$ cat src/rtl/mult_defs.sv
// Shared definitions for the shift-and-add multiplier: state encodings,
// default operand width and the shift-counter width helper.
package mult_defs;

    localparam int N_DEFAULT = 16;

    localparam logic [2:0] S_IDLE  = 3'd0;
    localparam logic [2:0] S_LOAD  = 3'd1;
    localparam logic [2:0] S_EVAL  = 3'd2;
    localparam logic [2:0] S_SHIFT = 3'd3;
    localparam logic [2:0] S_DONE  = 3'd4;

    localparam int CNT_W_DEFAULT = $clog2(N_DEFAULT);

    // A one-bit operand still needs a one-bit counter.
    function automatic int cnt_width(input int n);
        return (n > 1) ? $clog2(n) : 1;
    endfunction

endpackage

$ cat src/rtl/mult_bit_counter.sv
// Shift counter for the multiplier sequencer: cleared in LOAD, stepped on
// every shift, flags the last shift (count == N-1).
module mult_bit_counter
    import mult_defs::*;
#(
    parameter int N = N_DEFAULT
) (
    input  logic Clk,
    input  logic Rst,
    input  logic clr,
    input  logic inc,
    output logic tc
);

    localparam int CW = cnt_width(N);

    logic [CW-1:0] cnt;

    always_ff @(posedge Clk or posedge Rst) begin
        if (Rst) begin
            cnt <= '0;
        end else if (clr) begin
            cnt <= '0;
        end else if (inc) begin
            cnt <= cnt + CW'(1);
        end
    end

    assign tc = (cnt == CW'(N - 1));

endmodule

$ cat src/rtl/mult_control.sv
// Sequencing FSM for the shift-and-add multiplier. Drives Load/Ad/Sh into the
// accumulator, chooses add or shift from the accumulator LSB, raises Done.
module mult_control
    import mult_defs::*;
#(
    parameter int N = N_DEFAULT
) (
    input  logic       Clk,
    input  logic       Rst,
    input  logic       St,
    input  logic       M,
    output logic       Load,
    output logic       Ad,
    output logic       Sh,
    output logic       Done,
    output logic       Busy,
    output logic [2:0] state_dbg
);

    // Start protocol: St is a level. A multiply begins on the first edge that
    // sees St=1 in IDLE; the result is held with Done=1 until an edge sees
    // St=0, so a start held high never retriggers.

    logic [2:0] state;
    logic [2:0] state_nxt;
    logic       last_shift;

    always_ff @(posedge Clk or posedge Rst) begin
        if (Rst) begin
            state <= S_IDLE;
        end else begin
            state <= state_nxt;
        end
    end

    always_comb begin
        state_nxt = state;
        case (state)
            S_IDLE:  if (St) state_nxt = S_LOAD;
            S_LOAD:  state_nxt = S_EVAL;
            S_EVAL: begin
                if (M) begin
                    state_nxt = S_SHIFT;
                end else if (last_shift) begin
                    state_nxt = S_DONE;
                end
            end
            S_SHIFT: state_nxt = last_shift ? S_DONE : S_EVAL;
            S_DONE:  if (!St) state_nxt = S_IDLE;
            default: state_nxt = S_IDLE;
        endcase
    end

    // EVAL is Mealy on M: add when the bit is 1, otherwise shift straight away.
    assign Load      = (state == S_LOAD);
    assign Ad        = (state == S_EVAL) && M;
    assign Sh        = ((state == S_EVAL) && !M) || (state == S_SHIFT);
    assign Done      = (state == S_DONE);
    assign Busy      = (state == S_LOAD) || (state == S_EVAL) || (state == S_SHIFT);
    assign state_dbg = state;

    mult_bit_counter #(.N(N)) u_cnt (
        .Clk (Clk),
        .Rst (Rst),
        .clr (Load),
        .inc (Sh),
        .tc  (last_shift)
    );

    a_ctrl_onehot: assert property (@(posedge Clk) disable iff (Rst)
        $onehot0({Load, Ad, Sh}));

    a_done_busy: assert property (@(posedge Clk) disable iff (Rst)
        !(Done && Busy));

endmodule

$ cat config.mk
export PLATFORM = sky130hd
export DESIGN_NAME = mult_control
export DESIGN_NICKNAME = d
export VERILOG_FILES = /design/src/rtl/mult_defs.sv /design/src/rtl/mult_bit_counter.sv /design/src/rtl/mult_control.sv
export SDC_FILE = /design/constraint.sdc
export NUM_CORES = 1
export LEC_CHECK = 0
export CORE_AREA = 2 2 39 41
export DETAILED_ROUTE_END_ITERATION = 8
export DIE_AREA = 0 0 41 43
export PLACE_DENSITY_LB_ADDON = 0.08
export SYNTH_ARGS = -nofsm -noshare
export SYNTH_HDL_FRONTEND = slang
export SYNTH_SLANG_ARGS = --single-unit
$ cat constraint.sdc
create_clock -name Clk -period 1.51 [get_ports Clk]
set_input_delay 0.2265 -clock Clk [delete_from_list [all_inputs] [get_ports Clk]]
set_output_delay 0.2265 -clock Clk [all_outputs]
set_load 0.05 [all_outputs]
==> results_dict.tcl <==
set metrics [dict create \
    dr_total_vias 391 \
    synthToLayoutAreaGrowth_pct 86.4 \
    fp.dieW_um 41 \
    routed_wirelength_mm 1.01 \
    worstSetupStartpoint "state_dbg[1]" \
    clockRootBuffer "clkbuf_4" \
    grt_pass1_vias 384 \
    core-area_mm2 0.00138 \
    synth_ff_type "dfrtp_1" \
    hold_ws_ns 0.201 \
    port_buffers 11 \
    crit_required_ns 1.28 \
    fin_cells 77 \
    clockBufferDepth 2 \
    arrival_ns 1.22 \
    fmax_mhz 690 \
    nets 67 \
    ios 12 \
    antenna_found_initial 0 \
    rows 14 \
    synth-edff-count 0 \
    clk_latency_ns 0.25 \
    cap_violations 0 \
    cts_buffers 3 \
    num_antenna_cells 0 \
    rrSetupSlack_ns 0.25 \
    drive_gt1_frac 0.508 \
    firstDrtPassIters 4 \
    synth.area.top_cells "dfrtp_1 45%, nand2b_1 6.5%, mux2i_1 5.2%, nand3_1 3.9%, nor3_1 3.9%" \
    die_h_um 43 \
    leakage_nw 0.324 \
    path_clk_slew_ns 0.05 \
    netlist_area_um2 385 \
    fin_area_um2 718 \
    viasPerCell 5.08 \
    wl_per_cell_um 13.1 \
    yosys_warnings 0 \
    critPathLaunchType "flip-flop" \
    slew_headroom 0.814 \
    powerDensity_mw_per_mm2 1730 \
    tightest_slew_ns 0.278 \
    post-route-period-util 0.960 \
    cts-htree-levels 1 \
    avgSynthCellArea_um2 9.88 \
    synth_top_area_cell "dfrtp_1" \
    async_reset_ff_frac 1.00 \
    crit_type "reg2out" \
    postPlaceCellArea_um2 624 \
    overflow 0 \
    dp_hpwl_um 726 \
    min_period_ns 1.45 \
    highest_layer "met4" \
    min_path_type "in2async" \
    setup_viol 0 \
    track_usage 0.150 \
    cts_tree "built" \
    grt_max_degree 10 \
    finalHoldViolations 0 \
    ir_drop_mv 0.862 \
    gp_congestion 0.739 \
    crit_fanout 8 \
    endpoint_kind "output pin" \
    initial_core_util 0.278 \
    holdBufCountCts 0 \
    endpoint "Sh" \
    ys_ff_latch 7 \
    place_ws_ns -0.0840 \
    slew_viol_final 0 \
    ant_nets 0 \
    syn-num-nets 44 \
    seq_area_frac_synth 0.455 \
    syn_inst 39 \
    drc 0 \
    met2_length_um 535 \
    grt_pass1_wl_mm 1.73 \
    outcome "finished, final reports clean" \
    yosysTopAreaCellShare 0.455 \
    finalPower_mw 1.24 \
    timing.rr.start "state_dbg[0]" \
    layout_setup_ws_ns 0.0597 \
    wl_met1_um 399 \
    die-area_mm2 0.00176 \
    ff2ff_path_depth 4 \
    wl_met3_um 57 \
    yosysUniqueCellTypes 21 \
    finClkSkew_ns 0.00194 \
    drt_iter0_drc 9 \
    r2r_end "u_cnt.cnt[2]" \
    dp.cells 68 \
    clkSinkCount 7 \
]
where the power goes:
part / switching (mW) / internal, mW / total, mW / leakage [nW]
Clock: 0.0738 / 0.101 / 0.175 / 0.0150
Sequential: 0.116 / 0.266 / 0.383 / 0.0810
Combinational: 0.343 / 0.340 / 0.683 / 0.228
Total: 0.533 / 0.708 / 1.24 / 0.324
synth_stat cells, drive strengths merged (2+ instances only):
| library cell | instances |
|---|---|
| a21oi | 2 |
| dfrtp | 7 |
| mux2i | 2 |
| nand2b | 5 |
| nand3 | 3 |
| nor2 | 3 |
| nor2b | 2 |
| nor3 | 3 |
| o21ai | 2 |
worst min path at each step:
stage / end / slack (ns) / cells after the start / start
2_1_floorplan: u_cnt.cnt[0] / 0.03 / 1 / Rst
6_report: u_cnt.cnt[1] / 0.20 / 2 / Rst
3_3_place_gp: u_cnt.cnt[3] / 0.47 / 1 / u_cnt.cnt[3]
5_1_grt: u_cnt.cnt[3] / 0.23 / 2 / Rst
4_1_cts: u_cnt.cnt[3] / 0.20 / 2 / Rst
3_5_place_dp: u_cnt.cnt[2] / 0.48 / 2 / Rst
registers in the layout (all words and copies together), names as in the netlist:
name       count
u_cnt.cnt      4
state_dbg      3
metrics by stage:
step	TNS [ns]	util
5_1_grt	-0.00120	0.519
2_1_floorplan	-0.0924	-
3_5_place_dp	-0.167	0.451
3_3_place_gp	-0.0200	0.451
6_report	0	0.519
4_1_cts	0	0.479
cell type report:
class / count / area [um^2]
fillers: 131 / 666
flip-flops and latches: 7 / 179
clock buffers: 4 / 26.3
inverters: 1 / 3.75
multi-input cells: 31 / 249
repair buffers: 18 / 240
well taps: 16 / 20.0
what timing repair did:
action	in CTS	in global routing
buffers inserted	1	4
endpoints found under the setup margin	3	3
pin swaps	1	1
gates resized for setup	2	7
kinds of logic (layout without fill, tap and decap cells):
logic type               count (synthesis)  after routing  share of synthesized area
AO/OA/AOI/OAI                            7              7                      0.120
AND/OR/NAND/NOR                         21             21                      0.331
buffers and inverters                    1             23                    0.00973
adder cells (fa/ha/maj)                  1              1                     0.0325
flip-flops                               7              7                      0.455
multiplexers                             2              2                     0.0520
worst max-delay path: stages (launching register included):
cell and delay [ns]:
dfrtp_2 0.48, buf_4 0.16, nand2b_4 0.06, nor2_2 0.10
buf_6 0.16
placed cells by master (no fill, tap or decap), types with 3 or more instances in the layout:
cell / count
nand3_1: 3
nor2_2: 3
dfrtp_1: 4
buf_4: 6
clkbuf_4: 3
buf_12: 7
dfrtp_2: 3
nand2b_1: 4
metal layers:
layer,vias up,track usage
li1,184,-
met1,188,0.185
met2,15,0.213
met3,4,0.0471
met4,0,0.100
met5,-,0
(Power assumes the default switching activity.)
==> variant 1: new RTL, same flow settings <==
Set the package constant `N_DEFAULT` to 8 (it was 16).
--- a/src/rtl/mult_defs.sv
+++ b/src/rtl/mult_defs.sv
@@ -2,7 +2,7 @@
 // default operand width and the shift-counter width helper.
 package mult_defs;
 
-    localparam int N_DEFAULT = 16;
+    localparam int N_DEFAULT = 8;
 
     localparam logic [2:0] S_IDLE  = 3'd0;
     localparam logic [2:0] S_LOAD  = 3'd1;
Formal check against the unedited RTL: same outputs for any inputs over 10 cycles, from zero or initial values and one cycle with Rst high; that may be too few to reach the edited logic, so the function may still have changed.
==> variant 1 against the unedited design <==
Sequential power fell by 22%. Utilization shrank 5.2 points. Area after synthesis fell by 16%. Global-route usage is 4.8 points lower. Sequential cell count fell by 1. Critical path depth fell by 1. Hold slack got worse by 0.0050 ns. Cell area down 10%. Total power increased by 17%. Setup slack better by 0.0040 ns. Routed wire length shrank 29%.
==> variant 1: results (changes against the unedited design) <==
[power_and_ir_drop]
vdd_drop_max_uv = 1060  ; +23%
switching_share_pct = 42.1  ; -0.86 points
leakage_nw = 0.296  ; -8.7%

[cts]
clk_latency_ns = 0.24
cts_buffers = 3  ; unchanged
max-clock-path-buffers = 2  ; unchanged
path_clk_slew_ns = 0.05  ; about the same
cts-root-buf = clkbuf_4
cts_max_level = 1  ; unchanged

[logic_synthesis]
ys_types = 18  ; -14%
synth-edff-count = 0  ; unchanged
synthFlopType = dfrtp_1
ys_async_sr_fraction_pct = 100  ; unchanged
syn-num-nets = 35  ; -20%
synth_area_leaders = dfrtp_1 (46%), ha_1 (7.7%), a22o_1 (5.4%)
synth_common_cells = dfrtp_1 (6), nor2_1 (3)
synth_seq_area_share_pct = 46.2  ; +0.70 points
ys.warnings.count = 0  ; unchanged

[placed_design]
place_ws_ns = 0.0753  ; +0.159 ns
place_congestion = 0.682  ; -7.6%
hpwl_microns = 592  ; -18%
port_buffers = 11  ; unchanged

[detailed_routing]
first_pass_iters = 3  ; -1
drt_iter0_drc = 2  ; -7
drt-vias-per-instance = 4.47  ; -12%
wirelength_microns = 715  ; -29%

[layout]
fin_nets = 57  ; -15%
drive_gt1_share_pct = 58.0  ; +7.2 points
diodes = 0  ; unchanged
nFillCells = 124  ; -5.3%

[hold_path]
hp-class = in2async

[critical_path]
worstPathArrival_ns = 1.22  ; about the same
r2r_slack_ns = 0.34  ; +0.09 ns
cp_max_fo = 4  ; -4

[global_routing]
grt_use_total_pct = 10.2  ; -4.8 points
grt_max_degree = 8  ; -2
grt_pass1_vias = 303  ; -21%
grt_pass1_wl_microns = 1210  ; -30%
antenna_found_initial = 0  ; unchanged

[sta]
finalClockSkew_ns = 0.000372  ; -0.00156 ns
finalCritPeriodShare_pct = 95.8  ; -0.26 points
worstMarginPinSlew_ns = 0.224  ; -0.0541 ns

[run_status]
status = finished, final reports clean

[variant 1: area by class of cell]
cell class	count	area (sq um)	share of cell area [%]
sequential	6	154	23.8
inverter	1	3.75	0.581
timing repair buffer	17	235	36.4
tap	16	20.0	3.10
clock buffer	4	26.3	4.07
multi-input combinational	22	206	32.0
[variant 1: power groups by stage]
stage | clock, mW | combinational (mW) | sequential [mW]
2_1_floorplan | 0 | 0.420 | 0.399
3_3_place_gp | 0 | 0.868 | 0.331
3_5_place_dp | 0 | 0.881 | 0.335
4_1_cts | 0.164 | 0.963 | 0.307
5_1_grt | 0.168 | 1.06 | 0.310
6_report | 0.160 | 0.992 | 0.299
[variant 1: per-stage QoR]
step	hold slack, ns	instances	cell area [sq um]
after global placement	0.454	57	579
after global routing	0.229	66	646
after detailed placement	0.458	57	579
after CTS	0.204	64	631
final	0.196	66	646
after floorplan	0.0173	29	362
[variant 1: kinds of logic after synthesis]
group | after synthesis | share of synthesized area (%)
and+or+nand+nor | 13 | 26.5
DFF | 6 | 46.2
AOI/OAI and AO/OA | 5 | 11.9
muxes | 2 | 6.54
adders and majority gates | 2 | 7.69
buffers and inverters | 1 | 1.15
[variant 1: routing by layer]
layer  GRT usage, %  vias up  wire length (microns)
li1               -      144                      -
met1           11.2      138                    305
met2           16.3       11                    353
met3           3.14        2                     52
met4           6.00        0                      4
met5              0        -                      0
[variant 1: what timing repair did]
action	4_1_cts	5_1_grt
setup buffers	3	2
setup endpoints to repair	1	1
gates resized for setup	1	0
hold buffers	0	0
[variant 1: path summary, 6_finish.rpt]
| kind | startpoint | endpoint | cells after the start |
|---|---|---|---|
| min in group Clk | u_cnt.cnt[1] | u_cnt.cnt[1] | 1 |
| setup reg to reg | u_cnt.cnt[0] | u_cnt.cnt[2] | 3 |
| setup / recovery | state_dbg[2] | Sh | 3 |
| hold / removal | Rst | u_cnt.cnt[0] | 2 |
| hold reg to reg | u_cnt.cnt[1] | u_cnt.cnt[1] | 1 |
| max in group asynchronous | Rst | state_dbg[1] | 2 |
[variant 1: critical path: stages (launching register included)]
cell	delay [ns]
dfrtp_2	0.39
nand2b_2	0.24
nor2b_4	0.19
buf_12	0.15
==> variant 2: new RTL, same settings <==
Made on the original files. Make the reset (`Rst`) synchronous in 2 clocked blocks.
--- a/src/rtl/mult_bit_counter.sv
+++ b/src/rtl/mult_bit_counter.sv
@@ -16,7 +16,7 @@
 
     logic [CW-1:0] cnt;
 
-    always_ff @(posedge Clk or posedge Rst) begin
+    always_ff @(posedge Clk) begin
         if (Rst) begin
             cnt <= '0;
         end else if (clr) begin
--- a/src/rtl/mult_control.sv
+++ b/src/rtl/mult_control.sv
@@ -25,7 +25,7 @@
     logic [2:0] state_nxt;
     logic       last_shift;
 
-    always_ff @(posedge Clk or posedge Rst) begin
+    always_ff @(posedge Clk) begin
         if (Rst) begin
             state <= S_IDLE;
         end else begin
Check against the original RTL: differs if Rst is asserted again (counterexample within 4 cycles, from zero or initial values and one cycle with Rst high); with Rst held inactive, the same outputs for 10 cycles.
==> variant 2 against the unedited design <==
Register-to-register slack got worse by 0.10 ns. Critical path type unchanged. Routed wire length decreased by 1.7%. Setup slack improved by 0.037 ns. Area after synthesis decreased by 10%. Fmax increased by 2.6%. Sequential cell count unchanged. Highest routed layer unchanged. Cell area decreased by 10%.
Power is not compared: it rests on default switching activity, and its combinational part moved more than twofold at a synthesized area within 25%.
==> variant 2: results (changes against the unedited design) <==
[run_status]
status = finished, final reports clean

[sta]
worstMarginPinSlew_ns = 0.316  ; +0.0383 ns
timing.fmax_ghz = 0.708  ; +2.6%
finalClockSkew_ns = 0.000421  ; -0.00152 ns

[logic_synthesis]
ys_async_sr_fraction_pct = 0  ; -100 points
synth.area.mux_share_pct = 2.89  ; -2.3 points
synth.most_common_cell = dfxtp_1
synthAdderAreaFrac_pct = 3.61  ; +0.36 points
synth_common_cells = dfxtp_1 (7), nor2_1 (5), a21oi_1 (4)
synth_seq_area_share_pct = 40.4  ; -5.0 points
syn-num-nets = 46  ; +4.5%
synth-compound-area-share_pct = 15.5  ; +3.5 points
syn_inst = 41  ; +5.1%
ys_types = 19  ; -9.5%
synth_area_leaders = dfxtp_1 (40%), a21oi_1 (5.8%), nor2_1 (5.4%)
synthFlopType = dfxtp_1

[layout]
drive_gt1_share_pct = 44.1  ; -6.8 points
fin_nets = 65  ; -3.0%
nFillCells = 143  ; +9.2%

[critical_path]
worstPathArrival_ns = 1.19  ; -0.03 ns
slowest_stage = dfxtp_2
cp-startpoint = state_dbg[2]
crit_end = Ad
r2r-start = u_cnt.cnt[0]
cp_top_family = simple AND/OR/NAND/NOR gates
slowest_delay_ns = 0.31  ; -0.17 ns
r2r_slack_ns = 0.15  ; -0.10 ns
timing.rr.end = u_cnt.cnt[2]
cp_max_fo = 9  ; +1

[power_and_ir_drop]
power_uw = 541
leakage_nw = 0.249

[placed_design]
place_ws_ns = -0.118  ; -0.0343 ns
place_congestion = 0.651  ; -12%
hpwl_microns = 787  ; +8.4%
dp.cells = 71  ; +4.4%

[global_routing]
antenna_found_initial = 0  ; unchanged
grt_pass1_vias = 392  ; +2.1%
grt_use_met1_pct = 15.9  ; -2.6 points
grt_use_total_pct = 14.9  ; -0.090 points
grt_pass1_wl_microns = 1700  ; -1.2%
grt_util_met2_pct = 21.9  ; +0.63 points
met3_usage_pct = 7.33  ; +2.6 points

[detailed_routing]
drt_iter0_drc = 6  ; -3
top_layer = met4
wirelength_microns = 989  ; -1.7%
wl_met2_microns = 523  ; -2.2%
post_drt_wl_per_cell_microns = 13.2  ; +0.93%
first_pass_iters = 2  ; -2
met1_length_microns = 390  ; -2.3%

[cts]
post-cts-setup-buffer-count = 0  ; -1
ctsResizeCount = 1  ; -1

variant 2: layout make-up:
cell class	instances	share of cell area, %
Clock buffer	4	4.08
Sequential cell	7	22.3
Tap cell	16	3.11
Inverter	1	0.583
Timing Repair Buffer	15	32.2
Multi-Input combinational cell	32	37.7
variant 2: worst min-delay path by stage:
stage | slack (ns) | end | cells past startpoint
finish | 0.50 | u_cnt.cnt[3] | 2
global route | 0.52 | u_cnt.cnt[3] | 2
CTS | 0.51 | u_cnt.cnt[1] | 2
detailed placement | 0.50 | u_cnt.cnt[1] | 2
global placement | 0.46 | u_cnt.cnt[3] | 2
floorplan | 0.29 | state_dbg[2] | 1
variant 2: worst reg2reg max path, stage by stage, from the launching register on:
cell	delay (ns)
dfxtp_1	0.36
ha_1	0.19
inv_1	0.06
or4_1	0.51
a21oi_1	0.17
variant 2: stage by stage:
stage                     cell area [sq um]  hold slack, ns
after global routing                    644           0.524
after CTS                               632           0.506
final                                   644           0.495
after detailed placement                603           0.498
after floorplan                         380           0.291
after global placement                  603           0.459
